--- config.mk ---
export PLATFORM = sky130hd
export DESIGN_NAME = uart_tx_buffered
export DESIGN_NICKNAME = d
export VERILOG_FILES = /design/src/rtl/uart_pkg.sv /design/src/rtl/uart_tx_fifo.sv /design/src/rtl/uart_tx_buffered.sv
export SDC_FILE = /design/constraint.sdc
export NUM_CORES = 1
export LEC_CHECK = 0
export ABC_AREA = 1
export BUFFER_PORTS_ARGS = -buffer_cell sky130_fd_sc_hd__buf_2
export CAP_MARGIN = 20
export CORE_MARGIN = 3
export CORE_UTILIZATION = 65
export DETAILED_ROUTE_END_ITERATION = 12
export GPL_TIMING_DRIVEN = 0
export PLACE_DENSITY_LB_ADDON = 0.3
export SLEW_MARGIN = 0
export SYNTH_ARGS = -nofsm -noshare
export SYNTH_HDL_FRONTEND = slang
export SYNTH_SLANG_ARGS = --single-unit
--- constraint.sdc ---
create_clock -name clk_i -period 4.1 [get_ports clk_i]
set_clock_uncertainty 0.1 [all_clocks]
set_input_delay 0.205 -clock clk_i [delete_from_list [all_inputs] [get_ports clk_i]]
set_output_delay 0.205 -clock clk_i [all_outputs]
set_load 0.01 [all_outputs]
--- src/rtl/uart_pkg.sv ---
// Shared UART definitions: data width, transmitter states and bit-period helper.
package uart_pkg;

    localparam int unsigned UartDataBits = 8;

    typedef enum logic [1:0] {
        TX_IDLE  = 2'd0,
        TX_START = 2'd1,
        TX_DATA  = 2'd2,
        TX_STOP  = 2'd3
    } tx_state_e;

    // Clocks per bit, rounded to the nearest integer.
    function automatic int unsigned baud_div(input int unsigned clk, input int unsigned baud);
        return (clk + baud / 2) / baud;
    endfunction

endpackage

--- src/rtl/uart_tx_fifo.sv ---
// Synchronous FIFO with registered full/empty flags and an occupancy count.
module uart_tx_fifo #(
    parameter int unsigned Width = 8,
    parameter int unsigned Depth = 4
) (
    input  logic                       clk_i,
    input  logic                       rst_ni,
    input  logic                       push_i,
    input  logic [Width-1:0]           wr_data_i,
    input  logic                       pop_i,
    output logic [Width-1:0]           rd_data_c,
    output logic                       full_o,
    output logic                       empty_o,
    output logic [$clog2(Depth+1)-1:0] level_o
);

    localparam int unsigned PtrW   = $clog2(Depth);
    localparam int unsigned LevelW = $clog2(Depth + 1);

    logic [Width-1:0]  mem_q [Depth];
    logic [PtrW-1:0]   wr_ptr_q;
    logic [PtrW-1:0]   rd_ptr_q;
    logic [LevelW-1:0] level_q;
    logic [LevelW-1:0] level_d;
    logic              full_q;
    logic              empty_q;
    logic              push_ok;
    logic              pop_ok;

    // A full FIFO refuses pushes even when a pop frees a slot in the same cycle.
    always_comb begin
        push_ok = push_i && !full_q;
        pop_ok  = pop_i && !empty_q;
        level_d = level_q + LevelW'(push_ok) - LevelW'(pop_ok);
    end

    // Pointers, occupancy and flags; flags are computed from the next level.
    always_ff @(posedge clk_i or negedge rst_ni) begin
        if (!rst_ni) begin
            wr_ptr_q <= '0;
            rd_ptr_q <= '0;
            level_q  <= '0;
            full_q   <= 1'b0;
            empty_q  <= 1'b1;
        end else begin
            if (push_ok) wr_ptr_q <= wr_ptr_q + PtrW'(1);
            if (pop_ok)  rd_ptr_q <= rd_ptr_q + PtrW'(1);
            level_q <= level_d;
            full_q  <= (level_d == LevelW'(Depth));
            empty_q <= (level_d == '0);
        end
    end

    // Storage array; contents need no reset since the pointers gate reads.
    always_ff @(posedge clk_i) begin
        if (push_ok) mem_q[wr_ptr_q] <= wr_data_i;
    end

    assign rd_data_c = mem_q[rd_ptr_q];
    assign full_o    = full_q;
    assign empty_o   = empty_q;
    assign level_o   = level_q;

endmodule

--- src/rtl/uart_tx_buffered.sv ---
// Buffered 8N1 UART transmitter: byte FIFO in front of a start/data/stop serializer.
module uart_tx_buffered
    import uart_pkg::*;
#(
    parameter int unsigned ClkFreq   = 18000000,
    parameter int unsigned BaudRate  = 115200,
    parameter int unsigned FifoDepth = 4
) (
    input  logic                           clk_i,
    input  logic                           rst_ni,
    input  logic [UartDataBits-1:0]        data_i,
    input  logic                           valid_i,
    output logic                           ready_o,
    output logic                           tx_o,
    output logic                           busy_o,
    output logic [$clog2(FifoDepth+1)-1:0] level_o
);

    localparam int unsigned Div    = baud_div(ClkFreq, BaudRate);
    localparam int unsigned CntW   = (Div > 1) ? $clog2(Div) : 1;
    localparam int unsigned BitW   = $clog2(UartDataBits);
    localparam int unsigned LevelW = $clog2(FifoDepth + 1);

    tx_state_e               state_q, state_d;
    logic [CntW-1:0]         cnt_q, cnt_d;
    logic [BitW-1:0]         bit_q, bit_d;
    logic [UartDataBits-1:0] shift_q, shift_d;
    logic                    tx_q, tx_d;
    logic                    busy_q, busy_d;

    logic                    fifo_full;
    logic                    fifo_empty;
    logic [UartDataBits-1:0] fifo_rd_data;
    logic                    push;
    logic                    pop;
    logic [LevelW-1:0]       level_nxt;

    assign push    = valid_i && !fifo_full;
    assign ready_o = !fifo_full;

    uart_tx_fifo #(
        .Width (UartDataBits),
        .Depth (FifoDepth)
    ) u_fifo (
        .clk_i     (clk_i),
        .rst_ni    (rst_ni),
        .push_i    (push),
        .wr_data_i (data_i),
        .pop_i     (pop),
        .rd_data_c (fifo_rd_data),
        .full_o    (fifo_full),
        .empty_o   (fifo_empty),
        .level_o   (level_o)
    );

    // Serializer state and line register; tx is computed from the next state so it is a pure flop.
    always_ff @(posedge clk_i or negedge rst_ni) begin
        if (!rst_ni) begin
            state_q <= TX_IDLE;
            cnt_q   <= '0;
            bit_q   <= '0;
            shift_q <= '0;
            tx_q    <= 1'b1;
            busy_q  <= 1'b0;
        end else begin
            state_q <= state_d;
            cnt_q   <= cnt_d;
            bit_q   <= bit_d;
            shift_q <= shift_d;
            tx_q    <= tx_d;
            busy_q  <= busy_d;
        end
    end

    // Next-state, line value and FIFO pop; STOP chains straight into START when data waits.
    always_comb begin
        state_d = state_q;
        cnt_d   = cnt_q;
        bit_d   = bit_q;
        shift_d = shift_q;
        tx_d    = tx_q;
        pop     = 1'b0;

        case (state_q)
            TX_IDLE: begin
                tx_d = 1'b1;
                if (!fifo_empty) begin
                    pop     = 1'b1;
                    shift_d = fifo_rd_data;
                    cnt_d   = CntW'(Div - 1);
                    tx_d    = 1'b0;
                    state_d = TX_START;
                end
            end
            TX_START: begin
                if (cnt_q == '0) begin
                    cnt_d   = CntW'(Div - 1);
                    bit_d   = '0;
                    tx_d    = shift_q[0];
                    state_d = TX_DATA;
                end else begin
                    cnt_d = cnt_q - CntW'(1);
                end
            end
            TX_DATA: begin
                if (cnt_q == '0) begin
                    cnt_d = CntW'(Div - 1);
                    if (bit_q == BitW'(UartDataBits - 1)) begin
                        tx_d    = 1'b1;
                        state_d = TX_STOP;
                    end else begin
                        bit_d   = bit_q + BitW'(1);
                        shift_d = shift_q >> 1;
                        tx_d    = shift_q[1];
                    end
                end else begin
                    cnt_d = cnt_q - CntW'(1);
                end
            end
            TX_STOP: begin
                if (cnt_q == '0) begin
                    if (!fifo_empty) begin
                        pop     = 1'b1;
                        shift_d = fifo_rd_data;
                        cnt_d   = CntW'(Div - 1);
                        tx_d    = 1'b0;
                        state_d = TX_START;
                    end else begin
                        tx_d    = 1'b1;
                        state_d = TX_IDLE;
                    end
                end else begin
                    cnt_d = cnt_q - CntW'(1);
                end
            end
            default: begin
                tx_d    = 1'b1;
                state_d = TX_IDLE;
            end
        endcase

        level_nxt = level_o + LevelW'(push) - LevelW'(pop);
        busy_d    = (state_d != TX_IDLE) || (level_nxt != '0);
    end

    assign tx_o   = tx_q;
    assign busy_o = busy_q;

endmodule
**Word level (Yosys, flattened, before mapping)**

Memory sizes are Yosys's and may differ from the RTL's.
Cells that the tools add are included.

- Register bits: 32
- Bits in latches: 0
- Bits in writable memories: 32
- ROM bits: 0
- Input bits: 11
- Output and inout port bits: 6
- Logic and storage cells: 77
- Memories: 1

Memory list:

| name | depth | bits a word | read ports | clocked after memory_dff | wr ports | line | source |
|---|---|---|---|---|---|---|---|
| u_fifo.mem_q | 4 | 8 | 1 | 0 | 1 | uart_tx_fifo.sv:20 | `logic [Width-1:0] mem_q [Depth];` |

- Add/subtract/negate cells: 8
- Multiply operators: 0
- Div/mod/pow operators: 0
- Order comparisons: 0
- Eq/ne operators: 9
- Shifts and indexed selects: 0
- Mux-type cells: 31
- Bitwise gates (word level): 0
- Reduce and logical (&&, ||, !) cells: 17

Operator list:

| operator | number |
|---|---|
| $mux 8 | 7 |
| $pmux 8 s3 | 2 |
| $mux 1 | 10 |
| $mux 2 | 5 |
| $mux 3 | 3 |
| $logic_not 8->1 | 1 |
| $ne 2x2->1 const B | 4 |
| $pmux 2 s4 | 1 |
| $reduce_and 4->1 | 2 |
| $sub 8x1->8 const B | 1 |
| $add 3x1->3 | 2 |
| $eq 3x3->1 const B | 2 |
| $pmux 3 s2 | 1 |
| $reduce_bool 3->1 | 2 |
| $sub 3x1->3 | 2 |
| $add 2x1->2 const B | 2 |
| $eq 2x2->1 const B | 2 |
| $pmux 1 s4 | 1 |
| $reduce_bool 2->1 | 2 |
| $add 3x1->3 const B | 1 |
| $logic_and 1x1->1 | 3 |
| $logic_not 3->1 | 1 |
| $reduce_and 3->1 | 1 |
| $eq 2x1->1 const B | 1 |
| other kinds (5) | 6 |

**Logic depth before layout (Yosys ltp)**

Gate-level depths: netlist of run 1.

- Depth after elaboration: 6
- Mapped depth: 16
- Mapped depth without buffers: 16

**Hierarchy**

From an unflattened synthesis of run 1, not the netlist that was laid out.

- Cell total of the unflattened synthesis: 339
- Area, all modules: 3325.7 um2

By module, submodules not included:

| module | instances | cells an instance | area an instance (um2) | sequential area each (um2) |
|---|---|---|---|---|
| uart_tx_fifo | 1 | 140 | 1742.9 | 1187.4 |
| uart_tx_buffered | 1 | 199 | 1582.8 | 576.8 |

**Worst setup path before layout of run 1**

No wires, ideal clock.

- Kind: register to register
- Start: register cnt_q[0]
- End: register u_fifo.empty_q, in the netlist u_fifo.empty_o
- Library setup time: 0.082 ns
- Arrival time: 2.387 ns
- Required time: 3.918 ns
- Slack: 1.531 ns
- Cell stages (with the launch flop): 17
- Buffers on the path: 0
- Clock period less this slack: 2.569 ns
- Cells stage by stage: dfrtp_1 inv_1 ha_1 nand3_4 nor2_8 nand2_1 nand2_1 nand2_1 inv_1 ha_1 inv_1 ha_1 inv_1 fa_1 xnor2_1 inv_1 nor3_1

- Longest elaborated chain between the ends: 6

RTL lines:

| element | line | source |
|---|---|---|
| start, declared | uart_tx_buffered.sv:25 | `logic [CntW-1:0] cnt_q, cnt_d;` |
| start signal, assigned | uart_tx_buffered.sv:67 | `cnt_q <= cnt_d;` |
| $logic_not 8->1 | uart_tx_buffered.sv:121 | `if (cnt_q == '0) begin` |
| $mux 1 | uart_tx_buffered.sv:121 |  |
| $pmux 1 s2 | uart_tx_buffered.sv:84 | `case (state_q)` |
| $logic_and 1x1->1 | uart_tx_fifo.sv:33 | `pop_ok = pop_i && !empty_q;` |
| net u_fifo.pop_ok | uart_tx_fifo.sv:28 | `logic pop_ok;` |
| $sub 3x1->3 | uart_tx_fifo.sv:34 | `level_d = level_q + LevelW'(push_ok) - LevelW'(pop_ok);` |
| net u_fifo.level_d[2] | uart_tx_fifo.sv:24 | `logic [LevelW-1:0] level_d;` |
| $logic_not 3->1 | uart_tx_fifo.sv:50 | `empty_q <= (level_d == '0);` |
| end signal, assigned | uart_tx_fifo.sv:50 |  |
| end, declared | uart_tx_fifo.sv:26 | `logic empty_q;` |

The timed path passes the listed nets, and every way through them passes these cells.
A chain may end at the register's enable or synchronous reset.

**Final worst setup path of run 1**

Ends and elaborated chain as after synthesis.

==> results of run 1 <==
-- cell type report --
type                       instances  share of cell area (%)
clock buffer                       9                   3.421
clock inverter                     7                   1.348
timing repair buffer              25                   4.699
sequential                        64                   48.72
multi-input combinational        231                   34.62
inverter                          40                   4.147
buffer                             6                  0.7947
tap                               65                   2.246
-- Yosys cell counts --
cell type | count | area (µm²)
o32ai_1 | 2 | 17.52
nand3_1 | 36 | 180.2
o21ai_1 | 2 | 10.01
nand3_4 | 1 | 17.52
ha_1 | 16 | 200.2
nor3_1 | 2 | 10.01
xnor2_1 | 2 | 17.52
o31ai_1 | 2 | 15.01
inv_1 | 35 | 131.4
nor2_8 | 1 | 20.02
o211ai_1 | 2 | 15.01
nor2_1 | 25 | 93.84
buf_2 | 5 | 25.02
nor3_4 | 1 | 16.27
a41oi_1 | 1 | 8.760
inv_2 | 3 | 11.26
nand4_1 | 3 | 18.77
o21ai_0 | 19 | 95.09
nand2_2 | 1 | 6.260
nor2_2 | 2 | 12.51
dfstp_2 | 2 | 52.55
a21oi_1 | 4 | 20.02
nand2_4 | 2 | 22.52
dfrtp_1 | 30 | 750.7
or2_2 | 1 | 6.260
edfxtp_1 | 32 | 960.9
xor2_1 | 4 | 35.03
clkbuf_1 | 1 | 3.750
fa_1 | 2 | 40.04
nand2_1 | 100 | 375.4
clkinv_1 | 2 | 7.510
-- registers in the layout, indices dropped and copies added (netlist names) --
name             cells
tx_o                 1
u_fifo.full_o        1
u_fifo.wr_ptr_q      2
shift_q              8
u_fifo.rd_ptr_q      2
u_fifo.empty_o       1
busy_o               1
bit_q                3
u_fifo.level_o       3
state_q              2
u_fifo.mem_q        32
cnt_q                8
-- timing repair --
action,4_1_cts,5_1_grt
hold buffers,9,0
buffers inserted,0,0
hold endpoints to repair,62,0
-- worst max-delay path, delay by kind of cell, from the launching register on --
kind	cells	cell delay (ns)
adder cells (fa/ha/maj)	4	1.00
AND/OR/NAND/NOR	6	0.75
buffers and inverters	5	0.42
flip-flops	1	0.37
XOR/XNOR	1	0.23
-- where the power goes --
part           switching (µW)  total, µW  leakage (µW)  internal, µW
Clock                     259        476     0.0000789           217
Sequential                110        997      0.000684           887
Combinational             825       1260      0.000919           433
-- cell usage in the layout, fill, tap and decap left out, types with 3 or more instances in the layout --
cell type and n:
nand4_1 3, nand3_1 36, o21ai_0 19, clkbuf_8 9, clkinvlp_4 3, nand2_1 100
ha_1 16, a21oi_1 4, clkinv_1 3, nor2_1 25, inv_1 35, buf_2 21
edfxtp_1 32, dfrtp_1 30, inv_2 3, dlygate4sd3_1 9, xor2_1 4
-- stage by stage --
stage | instance area, µm² | setup WS [ns]
after floorplan | 3197 | 1.531
after global placement | 3358 | 1.270
after detailed placement | 3358 | 1.187
after CTS | 3621 | 1.160
after global routing | 3621 | 0.9292
final | 3621 | 1.147
-- logic make-up (layout without fill, tap and decap cells) --
kind of cell    Yosys count  count (layout)
buf+inv                  46              87
xor+xnor                  6               6
compound gates           32              32
simple gates            175             175
flops                    64              64
fa+ha+maj                18              18
-- routing by layer --
metal / GRT usage, % / wire length [µm]
met1: 31.57 / 2785
met2: 42.20 / 3357
met3: 8.511 / 298
met4: 8.514 / 131
met5: 0 / 0
-- worst paths after layout --
path | from | endpoint | slack (ns) | depth (start not counted)
max | cnt_q[0] | u_fifo.empty_o | 1.15 | 16
min | valid_i | u_fifo.wr_ptr_q[0] | 0.21 | 3
max reg2reg | cnt_q[0] | u_fifo.empty_o | 1.15 | 16
min reg2reg | shift_q[2] | shift_q[2] | 0.37 | 2
max in group asynchronous | rst_ni | cnt_q[4] | 3.11 | 2
min in group asynchronous | rst_ni | cnt_q[6] | 0.34 | 2
==> results.cfg, run 1 <==
[outcome]
status = complete, no violations

[setup_path]
worst_path_most_repeated_cell = inv_1
worstPathArrival_ns = 3.11
critPathLaunchType = flip-flop
cp_cell_sequence = inv_1, ha_1, nand3_4, nor2_8, nand2_1, nand2_1, nand2_1, inv_1, ha_1, inv_1, ha_1, inv_1, fa_1, xnor2_1, inv_1, nor3_1
cp_slowest_stage_delay_ns = 0.37
critPathRequiredTime_ns = 4.26
crit_path_max_fanout = 6
criticalPathCategory = reg2reg
cp-end-kind = flip-flop
crit_slowest_cell = dfrtp_1

[place]
place_inst = 422
dp.final_hpwl_um = 4294
port-buffer-count = 16
place_congestion = 0.8754

[finish]
fin_cells = 447
fill_cells = 277
area_growth_pct = 13.27
antenna_cells = 0
multiInputGateArea_um2 = 1254
final_util_pct = 79.86
num-nets-final = 406
drive_gt1_share_pct = 13.09
seq_area_um2 = 1764

[global_routing]
overflow = 0
grt_pass1_wl_um = 11450
grt_pass1_vias = 2424
grt_max_degree = 33
groute.usage.overall_pct = 25.47
antenna_found_initial = 0

[logic_synthesis]
synth_compound_area_share_pct = 5.675
ys_ff_latch = 64
synth_cell_types = 31
synthesis.area_um2 = 3197
syn_inst = 341
synth_seq_area_share_pct = 55.19
synth_fa_ha_area_share_pct = 7.515
synth_top_family_by_area = simple AND/OR/NAND/NOR gates
syn-num-nets = 370
synth_xor_area_share_pct = 1.644
synth_simple_gate_area_share_pct = 24.38
synth_area_per_cell_um2 = 9.375
muxShareOfSynthArea_pct = 0
yosys_warnings = 0

[floorplan]
fp.dieW_um = 76.13
die_area_um2 = 5796
rows = 24
fp.dieH_um = 76.13
io_pins = 17
core_um2 = 4534
start_util_pct = 70.50

[detailed_routing]
wire_per_inst_um = 14.70
viasPerCell = 5.454
drcViolationCount = 0
first_pass_iters = 5
routed_wl_um = 6572
via_count = 2438
drtIter0Drc = 191
final_antenna_net_count = 0

[power]
cellPowerDensity_nw_per_um2 = 754.4
ir_worst_vdd_uv = 545.0
p_total_uw = 2732
total_leakage_power_uw = 0.001682

[timing]
setup_tns_ns = 0
final-setup-viol-count = 0
tightest_slew_ns = 0.7595
clock.fmax_mhz = 338.6
relSlewSlack_pct = 49.18
min_period_over_period_pct = 72.03
rsz0062_at_grt = no
fin_crit_ns = 2.953
hold_viol = 0
hold_slack_ns = 0.2072
slew_viol_final = 0

[cts]
htreeDepth = 3
clockRootBuffer = clkbuf_8
clkSinkCount = 64
cts_buffers = 9
cts_resized = 0
clockBufferDepth = 2
cts_tree = yes
insertion_delay_ns = 0.35
path_clk_slew_ns = 0.07

[min_path]
hold_path.class = in2reg

[flow_run]
maxCapViolCount = 0
Note: power is estimated with default switching activity, not from simulation.
==> inputs of run 2 (changes only) <==
- ABC_AREA: 1 -> 0
- CORE_UTILIZATION: 65 -> 60
- clock period: 4.1 -> 2.9 ns (I/O delays scaled with it)
==> run 2 against run 1 <==
Effect of this change:
- non-clock buffer count rose by 7
- setup slack got worse by 1.0 ns
- combinational power fell by 61%
- area after synthesis fell by 0.70%
- clock power rose by 55%
- routed wire length fell by 7.8%
- critical path type unchanged
- critical endpoint is now u_fifo.full_o
- largest cell class unchanged
- highest routed layer unchanged
==> results.cfg, run 2 <==
[power]
pwr-share-clk_pct = 31.0
internal_power_uw = 1698
total_leakage_power_uw = 0.001498
p_switching_uw = 688.2
p_comb_share_pct = 20.6
swShare_pct = 28.84
cellPowerDensity_nw_per_um2 = 639.6
seqPwrFrac_pct = 48.4
ir_worst_vdd_uv = 616.2

[finish]
area_growth_pct = 17.54
reg.largest.list = u_fifo.mem_q: 32 flops, cnt_q: 8 flops, shift_q: 8 flops
most-common-layout-cells = edfxtp_1 (32), dfrtp_1 (30), buf_2 (21)
largest_reg_flops = 32
final_area_um2 = 3731
num-nets-final = 306
drive_gt1_share_pct = 28.37
final_util_pct = 75.97
fin_cells = 349
antenna_cells = 0
regMostFlops = u_fifo.mem_q
mostFrequentLayoutCell = edfxtp_1

[detailed_routing]
drcViolationCount = 0
drtIter0Drc = 184
wire_per_inst_um = 17.36
first_pass_iters = 4
routed_wl_um = 6057
final_antenna_net_count = 0
viasPerCell = 5.837
via_count = 2037

[logic_synthesis]
syn-num-nets = 268
synth-edff-count = 32
synth_top_area_cell = edfxtp_1
synth_simple_gate_area_share_pct = 10.52
synth_cell_types = 50
synth-async-reset-ratio_pct = 50.00
synth_area_leaders = edfxtp_1 (30%), dfrtp_1 (24%), ha_1 (6.3%)
synth_compound_area_share_pct = 9.066
synth_area_per_cell_um2 = 13.28
synth_seq_area_share_pct = 55.58
synthFlopType = edfxtp_1
synth_xor_area_share_pct = 1.931
synth_fa_ha_area_share_pct = 7.568
yosysMostFrequentCell = edfxtp_1
muxShareOfSynthArea_pct = 11.59
synth_top_family_by_area = multiplexers
synthesis.area_um2 = 3174
yosys_warnings = 0
synthTopCellsByCount = edfxtp_1 (32), dfrtp_1 (30), inv_1 (19), ha_1 (16), mux2_2 (14)
syn_inst = 239
ys_ff_latch = 64
synth_top_area_share_pct = 30.27

[timing]
clock.fmax_mhz = 360.8
min_period_over_period_pct = 95.57
setup_tns_ns = 0
hold_slack_ns = 0.2871
hold_viol = 0
fin_crit_ns = 2.771
slew_viol_final = 0
relSlewSlack_pct = 53.44
tightest_slew_ns = 0.6983
final-setup-viol-count = 0

[global_routing]
antenna_found_initial = 0
grt_pass1_vias = 2092
groute.usage.overall_pct = 22.17
overflow = 0
grt_max_degree = 33
grt_pass1_wl_um = 10300

[cts]
clockRootBuffer = clkbuf_8
cts_tree = yes
clockBufferDepth = 2
cts_buffers = 9
path_clk_slew_ns = 0.07
insertion_delay_ns = 0.33
clkSinkCount = 64
htreeDepth = 3

[floorplan]
core_um2 = 4911
start_util_pct = 64.64
die_area_um2 = 6199
fp.dieH_um = 78.74
fp.dieW_um = 78.74
io_pins = 17
rows = 25

[setup_path]
worst_path_most_repeated_cell = inv_1
cp_cell_sequence = inv_1, ha_4, nor3b_4, a31oi_4, nor3_4, ha_1, inv_1, ha_1, inv_1, fa_2, inv_1, nor3b_2
crit_slowest_cell = fa_2
ff2ff_path_depth = 12
r2r_end = u_fifo.full_o
cp_slowest_stage_delay_ns = 0.53
criticalPathCategory = reg2reg
crit_path_max_fanout = 4
rrSetupSlack_ns = 0.13
critPathLaunchType = flip-flop
worstPathArrival_ns = 2.93
worstReg2RegStart = cnt_q[1]
critPathRequiredTime_ns = 3.06
cp-end-kind = flip-flop

[outcome]
status = complete, no violations

[flow_run]
maxCapViolCount = 0

[min_path]
hold_path.class = in2async

[place]
dp.final_hpwl_um = 3940
place_inst = 322
port-buffer-count = 16
place_area_um2 = 3338
place_congestion = 0.8225
run 2: power groups by stage:
stage / clock network [µW] / logic (µW) / registers, µW
2_1_floorplan: 0 / 287 / 1160
3_3_place_gp: 0 / 399 / 1160
3_5_place_dp: 0 / 413 / 1170
4_1_cts: 740 / 442 / 1150
5_1_grt: 792 / 550 / 1170
6_report: 740 / 491 / 1160
run 2: cell type report:
class                   count  area, µm²
fillers                   293       1180
inverters                  19      71.32
clock inverters             6      58.81
well taps                  67      83.83
clock buffers              10      127.6
multi-input cells         145       1389
repair buffers             28      192.7
plain buffers              10      43.79
flip-flops and latches     64       1764
run 2: timing repair:
| item | in CTS | in global routing |
|---|---|---|
| setup endpoints to repair | 4 | 4 |
| hold endpoints to repair | 62 | 0 |
| hold buffers | 9 | 0 |
| buffers inserted | 0 | 3 |
| pin swaps | 0 | 6 |
| resized for setup | 5 | 13 |
run 2: logic make-up (layout without fill, tap and decap cells):
family	Yosys count	count (layout)
and+or+nand+nor	58	58
adders and majority gates	18	18
AOI/OAI and AO/OA	37	37
buffers and inverters	30	73
xor gates and xnor gates	7	7
muxes	25	25
DFF	64	64
run 2: per-layer routing:
layer	routed length, µm	GRT usage [%]
met1	2775	30.68
met2	2915	34.13
met3	220	4.422
met5	0	0
met4	146	10.14
run 2: how the worst max path moves through the flow:
stage,to,cells past startpoint,startpoint,slack [ns]
global placement,busy_o,11,state_q[0],-0.18
CTS,u_fifo.full_o,12,cnt_q[0],0.007
global route,u_fifo.empty_o,12,cnt_q[1],-0.02
finish,u_fifo.full_o,12,cnt_q[1],0.13
floorplan,busy_o,11,state_q[1],0.15
detailed placement,busy_o,11,state_q[0],-0.23
run 2: worst max-delay path, delay by kind of cell, from the launching register on:
family / cells / cell delay, ns
adder cells (fa/ha/maj): 4 / 1.08
AND/OR/NAND/NOR: 3 / 0.64
buffers and inverters: 4 / 0.32
flip-flops: 1 / 0.39
AO/OA/AOI/OAI: 1 / 0.16
run 2: through the flow:
stage | setup slack (ns) | power (µW)
after floorplan | 0.1495 | 1451
after global placement | -0.1775 | 1560
after detailed placement | -0.2306 | 1582
after CTS | 0.006990 | 2333
after global routing | -0.01783 | 2510
final | 0.1286 | 2386
